--- config.mk ---
export PLATFORM = sky130hd
export DESIGN_NAME = lca_seq_add16
export DESIGN_NICKNAME = d
export VERILOG_FILES = /design/src/rtl/lca_seq_add16.sv
export SDC_FILE = /design/constraint.sdc
export NUM_CORES = 1
export LEC_CHECK = 0
export ABC_AREA = 0
export CAP_MARGIN = 20
export CORE_ASPECT_RATIO = 1.75
export CORE_MARGIN = 1.5
export CORE_UTILIZATION = 54
export CTS_CLUSTER_DIAMETER = 120
export DETAILED_ROUTE_END_ITERATION = 7
export PLACE_DENSITY_LB_ADDON = 0.12
export SYNTH_ARGS = -nofsm -noshare
export SYNTH_HDL_FRONTEND = slang
export SYNTH_SLANG_ARGS = --single-unit
export TNS_END_PERCENT = 30
--- constraint.sdc ---
create_clock -name clk -period 4.1 [get_ports clk]
set_input_delay 1.025 -clock clk [delete_from_list [all_inputs] [get_ports clk]]
set_output_delay 1.025 -clock clk [all_outputs]
set_load 0.005 [all_outputs]
--- src/rtl/lca_seq_add16.sv ---
// Serial nibble adder: one 4-bit carry-lookahead slice computes sum = a + b + c_in, one nibble per cycle.
// Latency: out_valid rises NIB cycles after the accepting edge; one operation in flight at a time.
// Backpressure: result held in DONE until out_ready; in_ready is low from accept until the result is taken.
//
// Ports:
//   clk, rst             clock, synchronous active-high reset
//   in_valid / in_ready  operand handshake (a_in, b_in, c_in sampled at the accepting edge only)
//   out_valid / out_ready result handshake (sum, co[, ovf] stable while out_valid=1)
//   sum, co              registered W-bit sum and carry-out of bit W-1
//   ovf                  registered signed overflow, present only when SEQ_ADD_OVF_EN is defined
//
// Build option: define SEQ_ADD_OVF_EN to add the ovf port and its logic.
module lca_seq_add16 #(
   parameter int NIB = 4
) (
   input  logic              clk,
   input  logic              rst,
   input  logic              in_valid,
   output logic              in_ready,
   input  logic [4*NIB-1:0]  a_in,
   input  logic [4*NIB-1:0]  b_in,
   input  logic              c_in,
   output logic              out_valid,
   input  logic              out_ready,
   output logic [4*NIB-1:0]  sum,
   output logic              co
`ifdef SEQ_ADD_OVF_EN
   ,
   output logic              ovf
`endif
);

   localparam int W = 4 * NIB;
   localparam logic [3:0] LAST = 4'(NIB - 1);

   typedef enum logic [1:0] {
      IDLE = 2'd0,
      CALC = 2'd1,
      DONE = 2'd2
   } state_t;

   state_t        state, state_nx;
   logic [W-1:0]  a_r, b_r;
   logic          carry_r;
   logic [3:0]    idx;

   // slice signals
   logic [5:0]    sh;
   logic [3:0]    a_nib, b_nib, p, g, s_nib;
   logic [4:0]    cv;      // cv[i] = carry into bit i of the slice, cv[4] = slice carry-out
   logic [W-1:0]  nib_mask;
   logic          last_nib;

   assign in_ready  = (state == IDLE);
   assign out_valid = (state == DONE);
   assign last_nib  = (idx == LAST);

   // state register
   always_ff @(posedge clk) begin
      if (rst) state <= IDLE;
      else     state <= state_nx;
   end

   // next-state logic
   always_comb begin
      state_nx = state;
      case (state)
         IDLE:    if (in_valid)  state_nx = CALC;
         CALC:    if (last_nib)  state_nx = DONE;
         DONE:    if (out_ready) state_nx = IDLE;
         default: state_nx = IDLE;
      endcase
   end

   // carry-lookahead slice on the nibble selected by idx
   always_comb begin
      sh       = {idx, 2'b00};
      a_nib    = 4'(a_r >> sh);
      b_nib    = 4'(b_r >> sh);
      p        = a_nib ^ b_nib;
      g        = a_nib & b_nib;
      cv       = '0;
      cv[0]    = carry_r;
      for (int i = 0; i < 4; i++) begin
         cv[i+1] = g[i] | (p[i] & cv[i]);
      end
      s_nib    = p ^ cv[3:0];
      nib_mask = W'(4'hF) << sh;
   end

   // datapath
   always_ff @(posedge clk) begin
      if (rst) begin
         a_r     <= '0;
         b_r     <= '0;
         carry_r <= 1'b0;
         idx     <= '0;
         sum     <= '0;
         co      <= 1'b0;
`ifdef SEQ_ADD_OVF_EN
         ovf     <= 1'b0;
`endif
      end else begin
         case (state)
            IDLE: begin
               if (in_valid) begin
                  a_r     <= a_in;
                  b_r     <= b_in;
                  carry_r <= c_in;
                  idx     <= '0;
               end
            end
            CALC: begin
               sum     <= (sum & ~nib_mask) | (W'(s_nib) << sh);
               carry_r <= cv[4];
               idx     <= idx + 4'd1;
               if (last_nib) begin
                  co  <= cv[4];
`ifdef SEQ_ADD_OVF_EN
                  // signed overflow: carry into the MSB differs from carry out of it
                  ovf <= cv[3] ^ cv[4];
`endif
               end
            end
            default: ;
         endcase
      end
   end

endmodule

## Word-level counts from Yosys, hierarchy flattened

Index checks and enable logic that the tools add are counted.

| cells by class | value |
|---|---|
| $add $sub $neg | 1 |
| equality and inequality tests | 6 |
| shifts and indexed selects | 4 |
| multiplexer cells | 8 |
| bitwise gates (word level) | 14 |
| reduce and logical (&&, ||, !) cells | 6 |

Operators by type and width:

| kind | number |
|---|---|
| $shr A16 B6 Y4 | 2 |
| $and A16 B16 Y16 | 1 |
| $not A16 Y16 | 1 |
| $or A16 B16 Y16 | 1 |
| $shl A4 B6 Y16 | 1 |
| $shl A4 B6 Y16 const A | 1 |
| $pmux W4 S2 | 1 |
| $xor A4 B4 Y4 | 2 |
| $mux W2 | 3 |
| $pmux W2 S3 | 1 |
| $reduce_and A2 Y1 | 3 |
| $add A4 B1 Y4 const B | 1 |
| $and A1 B1 Y1 | 4 |
| $and A4 B4 Y4 | 1 |
| $eq A4 B2 Y1 const B | 1 |
| $mux W4 | 1 |
| $ne A2 B2 Y1 const B | 2 |
| $or A1 B1 Y1 | 4 |
| $reduce_and A3 Y1 | 1 |
| $eq A2 B1 Y1 const B | 1 |
| $eq A2 B2 Y1 const B | 1 |
| $logic_not A2 Y1 | 1 |
| $ne A2 B1 Y1 const B | 1 |
| $pmux W1 S2 | 1 |
| 2 further kinds | 2 |

| word-level totals | value |
|---|---|
| bits in registers | 56 |
| input bits | 37 |
| output and inout port bits | 19 |
| word-level logic and storage cells | 46 |

## Longest topological paths before layout

Gate-level depths: netlist of the first run.

| depth | value |
|---|---|
| word-level depth | 11 |
| gate-level depth with buffers | 11 |
| depth with buffers taken out | 10 |

## Worst setup path after synthesis of the first run

OpenSTA, ideal clock, no wires.

| path | value |
|---|---|
| kind | flip-flop to flip-flop |
| start point | register idx[0] |
| end point | register sum[15] |
| data arrival time | 2.722 ns |
| required time | 4.028 ns |
| setup slack | 1.306 ns |
| stages on the path, launching flop included | 12 |
| cells stage by stage | dfxtp_1 -> buf_2 -> mux4_2 -> and2_1 -> fa_1 -> inv_1 -> fa_1 -> fa_1 -> inv_1 -> fa_1 -> nand2b_1 -> mux2i_1 |

| on the way | value |
|---|---|
| word-level cells in the longest chain between the ends | 11 |

RTL lines:

| element | line | text |
|---|---|---|
| start, declared | 45 | `logic [3:0] idx;` |
| start signal, assigned | 116 | `idx <= idx + 4'd1;` |
| $shr A16 B6 Y4 (on tied branches) | 78, 79 |  |
| $xor A4 B4 Y4 | 80 | `p = a_nib ^ b_nib;` |
| $and A1 B1 Y1 | 85 | `cv[i+1] = g[i] \| (p[i] & cv[i]);` |
| $or A1 B1 Y1 | 85 |  |
| $and A1 B1 Y1 | 85 |  |
| $or A1 B1 Y1 | 85 |  |
| $and A1 B1 Y1 | 85 |  |
| $or A1 B1 Y1 | 85 |  |
| $xor A4 B4 Y4 | 87 | `s_nib = p ^ cv[3:0];` |
| $shl A4 B6 Y16 | 114 | `sum <= (sum & ~nib_mask) \| (W'(s_nib) << sh);` |
| $or A16 B16 Y16 (*) | 114 |  |
| end signal, assigned | 114 |  |
| end, declared | 25 | `output logic [4*NIB-1:0] sum,` |

Every way passes the cells marked *; elsewhere a longest branch is shown, timed or not.
A chain may end at the register's enable or synchronous reset.

## Final worst setup path of the first run

| path | value |
|---|---|
| start point | register idx[0] |
| end point | register carry_r |

| on the way | value |
|---|---|
| word-level cells in the longest chain between the ends | 11 |

RTL lines:

| element | line | text |
|---|---|---|
| $shr A16 B6 Y4 (on tied branches) | 78, 79 |  |
| $xor A4 B4 Y4 | 80 |  |
| $and A1 B1 Y1 | 85 |  |
| $or A1 B1 Y1 | 85 |  |
| $and A1 B1 Y1 | 85 |  |
| $or A1 B1 Y1 | 85 |  |
| $and A1 B1 Y1 | 85 |  |
| $or A1 B1 Y1 | 85 |  |
| $and A1 B1 Y1 | 85 |  |
| $or A1 B1 Y1 (*) | 85 |  |
| named net cv[4] | 50 | `logic [4:0] cv;` |
| $pmux W1 S2 (*) | 104 | `case (state)` |
| end signal, assigned | 109 | `carry_r <= c_in;` |
| end signal, assigned | 115 | `carry_r <= cv[4];` |
| end, declared | 44 | `logic carry_r;` |

The timed path passes the listed nets; every way through them passes the cells marked *.

==> results of run 1 <==
power by group through the flow:
stage	sequential (uW)	combinational [uW]	clock (uW)
CTS	583	148	318
finish	583	146	308
floorplan	591	93.7	0
global placement	595	145	0
global route	587	164	338
detailed placement	596	148	0
cell usage after synthesis, drive strengths merged, types with 2 or more instances:
library cell / number / share of area (%)
mux2i: 16 / 6.4
nor2: 5 / 0.85
a21oi: 36 / 7.2
or2: 2 / 0.50
fa: 4 / 3.2
nand2: 69 / 10
a211oi: 2 / 0.60
nor2b: 2 / 0.50
inv: 4 / 0.60
nand2b: 20 / 5.0
nand3: 2 / 0.40
clkbuf: 6 / 0.90
and2: 5 / 1.2
buf: 12 / 3.7
nor3b: 3 / 1.3
mux4: 8 / 7.2
dfxtp: 56 / 45
metrics by stage:
step	utilization, %	cell area, um2	hold WS [ns]	power (uW)
global route	70.2	3120	0.481	1090
floorplan	-	2510	0.433	684
finish	70.2	3120	0.457	1040
global placement	68.1	3030	0.439	740
CTS	70.2	3120	0.461	1050
detailed placement	68.1	3030	0.443	744
registers in the layout, summed over array words and instances (netlist names):
register and count:
b_r 16, idx 4, sum 16, state 2, a_r 16, carry_r 1, co 1
cells in the final DEF, fill, tap and decap left out, types with 3 or more instances in the layout:
cell type,n
sky130_fd_sc_hd__fa_1,4
sky130_fd_sc_hd__a21oi_1,36
sky130_fd_sc_hd__buf_4,3
sky130_fd_sc_hd__mux4_2,8
sky130_fd_sc_hd__mux2i_1,16
sky130_fd_sc_hd__dfxtp_1,56
sky130_fd_sc_hd__nand2_1,69
sky130_fd_sc_hd__nor2_1,4
sky130_fd_sc_hd__nand2b_1,20
sky130_fd_sc_hd__clkbuf_8,6
sky130_fd_sc_hd__and2_1,4
sky130_fd_sc_hd__inv_1,4
sky130_fd_sc_hd__clkdlybuf4s50_1,54
worst reg2reg max path: cells and delay by family (launching register included):
kind	cells	cell delay [ns]
muxes	2	0.49
and+or+nand+nor	1	0.18
adders and majority gates	4	1.10
buffers and inverters	3	0.36
DFF	1	0.38
AOI/OAI and AO/OA	1	0.10
how the worst max path moves through the flow:
stage,slack (ns),startpoint,to,cells past startpoint
global placement,1.33,in_valid,b_r[14],4
detailed placement,1.31,in_valid,b_r[3],4
floorplan,1.31,idx[0],sum[15],11
global route,1.14,idx[0],sum[3],11
CTS,1.30,idx[1],carry_r,11
finish,1.33,idx[0],carry_r,11
kinds of logic (layout without fill, tap and decap cells):
logic type	count (synthesis)	after routing	synth area share [%]
AO/OA/AOI/OAI	44	44	9.62
adder cells (fa/ha/maj)	5	5	3.69
buffers and inverters	22	70	5.23
flip-flops	56	56	44.6
multiplexers	25	25	14.0
AND/OR/NAND/NOR	115	115	22.8
area by class of cell:
cell class,count,share of cell area (%)
tap,51,2.04
sequential,56,35.9
clock buffer,7,2.77
multi-input combinational,189,40.3
clock inverter,1,0.241
timing repair buffer,58,18.2
inverter,4,0.481
routing by layer:
layer / vias to the layer above / track usage (%) / wire length, um
met2: 46 / 36.5 / 2540
met4: 0 / 8.13 / 121
li1: 987 / - / -
met3: 11 / 3.83 / 120
met1: 890 / 26.0 / 1990
met5: - / 0 / 0
==> impl_metrics.xml, run 1 <==
<?xml version="1.0" encoding="UTF-8"?>
<metrics>
  <group name="outcome">
    <metric name="run_status" unit="">complete, no violations</metric>
  </group>
  <group name="worst_setup_path">
    <metric name="slowest_stage" unit="">sky130_fd_sc_hd__fa_1</metric>
    <metric name="reg2reg_setup_slack" unit="ns">1.33</metric>
    <metric name="r2r-end" unit="">carry_r</metric>
    <metric name="startpoint_type" unit="">flip-flop</metric>
    <metric name="critPathMaxFanout" unit="">12</metric>
    <metric name="worst-endpoint-arrival" unit="ns">2.91</metric>
    <metric name="series_of_cell_instances_along_the_critical_path" unit="">buf_4 -&gt; mux4_2 -&gt; and2_1 -&gt; fa_1 -&gt; inv_1 -&gt; fa_1 -&gt; fa_1 -&gt; inv_1 -&gt; fa_1 -&gt; mux2i_1 -&gt; a221oi_1</metric>
    <metric name="critical-path-top-cell-by-count" unit="">sky130_fd_sc_hd__fa_1</metric>
    <metric name="worst_path_largest_cell_delay" unit="ns">0.41</metric>
    <metric name="combined_buffer_and_inverter_count_along_the_critical_path" unit="">3</metric>
    <metric name="required_arrival_time_at_the_worst_endpoint" unit="ns">4.24</metric>
    <metric name="critical_path_class" unit="">reg2reg</metric>
    <metric name="critPathCaptureType" unit="">flip-flop</metric>
    <metric name="critPathTopFamily" unit="">adder cells</metric>
    <metric name="reg2regPathDepth" unit="">11</metric>
    <metric name="regToRegStartpoint" unit="">idx[0]</metric>
  </group>
  <group name="pwr">
    <metric name="clock_power_share" unit="%">29.7</metric>
    <metric name="leakagePower" unit="uW">0.00120</metric>
    <metric name="intPower" unit="uW">787</metric>
    <metric name="power_density" unit="nW/um2">332</metric>
    <metric name="comb_power_share" unit="%">14.1</metric>
    <metric name="max-vdd-ir-drop" unit="uV">391</metric>
    <metric name="netSwitchingFraction" unit="%">24.1</metric>
    <metric name="switchingPower" unit="uW">250</metric>
    <metric name="sequentialPowerShare" unit="%">56.2</metric>
  </group>
  <group name="clocking">
    <metric name="postCtsResizedCells" unit="">0</metric>
    <metric name="clkLatencyLatePin" unit="ns">0.30</metric>
    <metric name="clk_root_buffer_cell" unit="">sky130_fd_sc_hd__clkbuf_8</metric>
    <metric name="hold_buffers" unit="">0</metric>
    <metric name="htreeDepth" unit="">2</metric>
    <metric name="tritoncts" unit="">done</metric>
    <metric name="post_cts_buffers" unit="">0</metric>
    <metric name="tritoncts_num_sinks" unit="">56</metric>
    <metric name="cts_buffer_depth" unit="">2</metric>
    <metric name="clock_pin_slew_worst_setup_and_hold_paths" unit="ns">0.09</metric>
    <metric name="cts-buffers-inserted" unit="">5</metric>
  </group>
  <group name="flow_run">
    <metric name="maxCapViolations" unit="">0</metric>
  </group>
  <group name="min_path">
    <metric name="timing.hold.worst_path_depth" unit="">2</metric>
    <metric name="hold_path_startpoint" unit="">b_r[11]</metric>
    <metric name="worstHoldEndpoint" unit="">b_r[11]</metric>
    <metric name="min_path_type" unit="">reg2reg</metric>
  </group>
  <group name="sta">
    <metric name="worst-slew-pin-transition" unit="ns">0.999</metric>
    <metric name="slew_headroom" unit="%">33.4</metric>
    <metric name="layout_worst_path_cycle_share" unit="%">67.5</metric>
    <metric name="setup_violations" unit="">0</metric>
    <metric name="hold_viol_final" unit="">0</metric>
    <metric name="max_freq" unit="MHz">361</metric>
    <metric name="totalNegativeSetupSlack" unit="ns">0</metric>
    <metric name="worst_slack" unit="ns">1.33</metric>
    <metric name="drv_slew" unit="">0</metric>
    <metric name="grt_setup_unrepaired" unit="">false</metric>
    <metric name="post-route-min-period" unit="ns">2.77</metric>
    <metric name="fin_skew" unit="ns">0.00504</metric>
  </group>
  <group name="floorplan">
    <metric name="die_w" unit="um">54.6</metric>
    <metric name="ios" unit="">56</metric>
    <metric name="placeableCoreArea" unit="um2">4440</metric>
    <metric name="fp-row-count" unit="">32</metric>
    <metric name="dieArea" unit="um2">5080</metric>
    <metric name="y_dimension_of_the_die" unit="um">93.2</metric>
    <metric name="floorplan.initialDensity" unit="%">56.5</metric>
  </group>
  <group name="route">
    <metric name="drt_first_iter_violations" unit="">27</metric>
    <metric name="routed_wirelength" unit="um">4770</metric>
    <metric name="detail_route.first_pass.iterations" unit="">4</metric>
    <metric name="post_drt_via_cell_ratio" unit="">5.28</metric>
    <metric name="drc_errors" unit="">0</metric>
    <metric name="detail_route.wl_per_cell" unit="um">13.0</metric>
    <metric name="drtAntennaViolNets" unit="">0</metric>
    <metric name="routed-via-count" unit="">1934</metric>
  </group>
  <group name="cells_and_area">
    <metric name="multi_input_area" unit="um2">1260</metric>
    <metric name="final_layout_size_suffix_gt1_share" unit="%">8.25</metric>
    <metric name="fin_nets" unit="">356</metric>
    <metric name="n_antenna_cell" unit="">0</metric>
    <metric name="layoutNonFillerInstCount" unit="">366</metric>
    <metric name="area_growth_syn_to_layout" unit="%">24.3</metric>
    <metric name="number_of_inserted_filler_cells_in_the_final_layout" unit="">376</metric>
    <metric name="area_of_all_sequential_standard_cells" unit="um2">1120</metric>
  </group>
  <group name="logic_synthesis">
    <metric name="synth.distinct_cells" unit="">37</metric>
    <metric name="syn_nets" unit="">309</metric>
    <metric name="postSynth.asyncResetShare" unit="%">0</metric>
    <metric name="synthesis.area" unit="um2">2510</metric>
    <metric name="yosys_register_bits" unit="">56</metric>
    <metric name="synth-seq-area-share" unit="%">44.6</metric>
    <metric name="post_synth_inst_count" unit="">267</metric>
    <metric name="synthFlopType" unit="">sky130_fd_sc_hd__dfxtp_1</metric>
    <metric name="syn_area_per_cell" unit="um2">9.41</metric>
    <metric name="yosysWarnings" unit="">0</metric>
    <metric name="synth-edff-count" unit="">0</metric>
  </group>
  <group name="place">
    <metric name="place.detailed.hpwl" unit="um">3400</metric>
    <metric name="dp.cells" unit="">358</metric>
    <metric name="pre_cts_slack" unit="ns">1.31</metric>
    <metric name="gpl.final_weighted_congestion" unit="">0.842</metric>
    <metric name="port_buffers" unit="">55</metric>
  </group>
  <group name="global_route">
    <metric name="grt_pass1_vias" unit="">1810</metric>
    <metric name="largest_net_degree_at_the_start_of_global_routing" unit="">63</metric>
    <metric name="groute.usage.overall" unit="%">21.6</metric>
    <metric name="global_route.overflow_total" unit="">0</metric>
    <metric name="grt_pass1_wl" unit="um">8130</metric>
    <metric name="grt_antenna_before_repair" unit="">0</metric>
  </group>
</metrics>
Note: power is estimated with default switching activity, not from simulation.
==> run 2, diff against run 1 <==
CORE_UTILIZATION = 45   (was 54)
clock period = 2.5 ns   (was 4.1 ns; I/O delays follow)
==> run 2 against run 1 <==
Compared with the run above:
- the flow now finishes with violations (setup timing)
- worst setup slack worse by 1.5 ns
- die area is 19% higher
- clock skew is 0.0016 ns higher
- register-to-register slack worse by 1.5 ns
- count of clock-buffer cells in the layout is 2 lower
- critical path depth is 1 lower
- maximum frequency is 5.3% higher
- clock power is 90% higher
- combinational power is 69% higher
- cell count is 8.5% higher
==> impl_metrics.xml, run 2 (same netlist as run 1, synthesis figures left out) <==
<?xml version="1.0" encoding="UTF-8"?>
<metrics>
  <group name="route">
    <metric name="drc_errors" unit="">0</metric>
    <metric name="routed-via-count" unit="">1946</metric>
    <metric name="drtAntennaViolNets" unit="">0</metric>
    <metric name="detail_route.first_pass.iterations" unit="">6</metric>
    <metric name="routed_wirelength" unit="um">4960</metric>
    <metric name="post_drt_via_cell_ratio" unit="">4.90</metric>
    <metric name="drt_first_iter_violations" unit="">64</metric>
    <metric name="detail_route.wl_per_cell" unit="um">12.5</metric>
  </group>
  <group name="sta">
    <metric name="post-route-min-period" unit="ns">2.63</metric>
    <metric name="setup_violations" unit="">8</metric>
    <metric name="slew_headroom" unit="%">56.0</metric>
    <metric name="fin_skew" unit="ns">0.00661</metric>
    <metric name="drv_slew" unit="">0</metric>
    <metric name="hold_viol_final" unit="">0</metric>
    <metric name="layout_worst_path_cycle_share" unit="%">105</metric>
    <metric name="worst_slack" unit="ns">-0.130</metric>
    <metric name="grt_setup_unrepaired" unit="">true</metric>
    <metric name="max_freq" unit="MHz">380</metric>
    <metric name="worst-slew-pin-transition" unit="ns">0.660</metric>
  </group>
  <group name="outcome">
    <metric name="violated_checks" unit="">setup timing</metric>
    <metric name="run_status" unit="">complete, but fails checks</metric>
  </group>
  <group name="floorplan">
    <metric name="die_w" unit="um">59.5</metric>
    <metric name="floorplan.initialDensity" unit="%">47.0</metric>
    <metric name="ios" unit="">56</metric>
    <metric name="fp-row-count" unit="">35</metric>
    <metric name="dieArea" unit="um2">6060</metric>
    <metric name="placeableCoreArea" unit="um2">5340</metric>
    <metric name="y_dimension_of_the_die" unit="um">102</metric>
  </group>
  <group name="min_path">
    <metric name="min_path_type" unit="">reg2reg</metric>
  </group>
  <group name="cells_and_area">
    <metric name="fin_nets" unit="">364</metric>
    <metric name="area_growth_syn_to_layout" unit="%">29.0</metric>
    <metric name="final_layout_size_suffix_gt1_share" unit="%">13.3</metric>
    <metric name="fin_util" unit="%">60.6</metric>
    <metric name="mostFrequentLayoutCells" unit="">sky130_fd_sc_hd__nand2_1 (69), sky130_fd_sc_hd__dfxtp_1 (54), sky130_fd_sc_hd__clkdlybuf4s50_1 (54), sky130_fd_sc_hd__a21oi_1 (36), sky130_fd_sc_hd__nand2b_1 (20)</metric>
    <metric name="n_antenna_cell" unit="">0</metric>
    <metric name="layout_commonest_cell" unit="">sky130_fd_sc_hd__nand2_1</metric>
    <metric name="reg.largest.list" unit="">a_r: 16 flops, b_r: 16 flops, sum: 16 flops</metric>
  </group>
  <group name="clocking">
    <metric name="clk_root_buffer_cell" unit="">sky130_fd_sc_hd__clkbuf_8</metric>
    <metric name="clock_pin_slew_worst_setup_and_hold_paths" unit="ns">0.10</metric>
    <metric name="post_cts_buffers" unit="">0</metric>
    <metric name="tritoncts_num_sinks" unit="">56</metric>
    <metric name="cts-buffers-inserted" unit="">5</metric>
    <metric name="hold_buffers" unit="">0</metric>
    <metric name="clkLatencyLatePin" unit="ns">0.31</metric>
    <metric name="htreeDepth" unit="">2</metric>
    <metric name="cts_buffer_depth" unit="">2</metric>
    <metric name="tritoncts" unit="">done</metric>
  </group>
  <group name="worst_setup_path">
    <metric name="startpoint_type" unit="">flip-flop</metric>
    <metric name="required_arrival_time_at_the_worst_endpoint" unit="ns">2.73</metric>
    <metric name="critPathMaxFanout" unit="">4</metric>
    <metric name="worst-endpoint-arrival" unit="ns">2.86</metric>
    <metric name="critPathCaptureType" unit="">flip-flop</metric>
    <metric name="critical_path_class" unit="">reg2reg</metric>
  </group>
  <group name="place">
    <metric name="port_buffers" unit="">55</metric>
    <metric name="gpl.final_weighted_congestion" unit="">0.868</metric>
    <metric name="place.detailed.hpwl" unit="um">3800</metric>
  </group>
  <group name="global_route">
    <metric name="grt_antenna_before_repair" unit="">0</metric>
    <metric name="largest_net_degree_at_the_start_of_global_routing" unit="">44</metric>
    <metric name="grt_pass1_vias" unit="">1946</metric>
    <metric name="global_route.overflow_total" unit="">0</metric>
    <metric name="grt_pass1_wl" unit="um">8770</metric>
    <metric name="groute.usage.overall" unit="%">18.6</metric>
  </group>
  <group name="pwr">
    <metric name="overall_power_after_layout" unit="uW">1790</metric>
    <metric name="power_density" unit="nW/um2">552</metric>
    <metric name="max-vdd-ir-drop" unit="uV">427</metric>
    <metric name="leakagePower" unit="uW">0.00125</metric>
  </group>
  <group name="flow_run">
    <metric name="maxCapViolations" unit="">0</metric>
  </group>
</metrics>
run 2: cell count changes in the layout (fill, tap and decap cells not counted), sizes merged:
cell | previous run | this run
bufinv | 0 | 1
clkinv | 0 | 1
buf | 4 | 12
clkbuf | 7 | 5
run 2: path summary, 6_finish.rpt:
check | from | endpoint | slack, ns | cells after the start
max | idx[0] | sum[3] | -0.13 | 10
min | b_r[3] | b_r[3] | 0.46 | 2
max reg2reg | idx[0] | sum[3] | -0.13 | 10
min reg2reg | b_r[3] | b_r[3] | 0.46 | 2
run 2: critical path: stages, from the launching register on:
cell and delay (ns):
sky130_fd_sc_hd__dfxtp_2 0.35, sky130_fd_sc_hd__mux4_2 0.48, sky130_fd_sc_hd__and2_4 0.17, sky130_fd_sc_hd__fa_2 0.35
sky130_fd_sc_hd__inv_2 0.06, sky130_fd_sc_hd__fa_2 0.18, sky130_fd_sc_hd__fa_2 0.19, sky130_fd_sc_hd__inv_2 0.04
sky130_fd_sc_hd__fa_1 0.47, sky130_fd_sc_hd__nand2b_1 0.11, sky130_fd_sc_hd__mux2i_1 0.16
run 2: per-layer routing:
| layer | vias to the layer above | part of all wire [%] | wire (um) | global-route usage [%] |
|---|---|---|---|---|
| met3 | 6 | 2.4 | 117 | 2.66 |
| met5 | - | 0 | 0 | 0 |
| met4 | 0 | 1.6 | 78 | 5.94 |
| met1 | 898 | 42 | 2070 | 22.0 |
| li1 | 1001 | - | - | - |
| met2 | 41 | 54 | 2700 | 33.5 |
run 2: report_power, final:
part	internal [uW]	switching, uW	total, uW	leakage, uW
Sequential	932	24.9	957	0.000458
Clock	297	289	585	0.0000541
Combinational	140	108	247	0.000742
Total	1370	421	1790	0.00125
run 2: area by class of cell:
class	instances	area, um2
fill	502	2100
multi-input combinational	189	1270
sequential	56	1120
timing repair buffer	66	628
tap	74	92.6
clock buffer	5	68.8
clock inverter	3	42.5
inverter	4	15.0
run 2: metrics by stage:
stage | area [um2] | setup slack (ns) | hold WS, ns | TNS [ns] | cells
2_1_floorplan | 2530 | -0.156 | 0.433 | -1.14 | 267
3_3_place_gp | 3130 | -0.0624 | 0.440 | -0.284 | 389
3_5_place_dp | 3130 | -0.145 | 0.447 | -0.693 | 389
4_1_cts | 3240 | -0.151 | 0.460 | -0.739 | 397
5_1_grt | 3240 | -0.243 | 0.470 | -1.61 | 397
6_report | 3240 | -0.130 | 0.457 | -0.614 | 397
run 2: repair_timing:
item	in CTS	in global routing
endpoints found under the hold margin	0	0
gates resized for setup	1	1
endpoints found under the setup margin	9	9
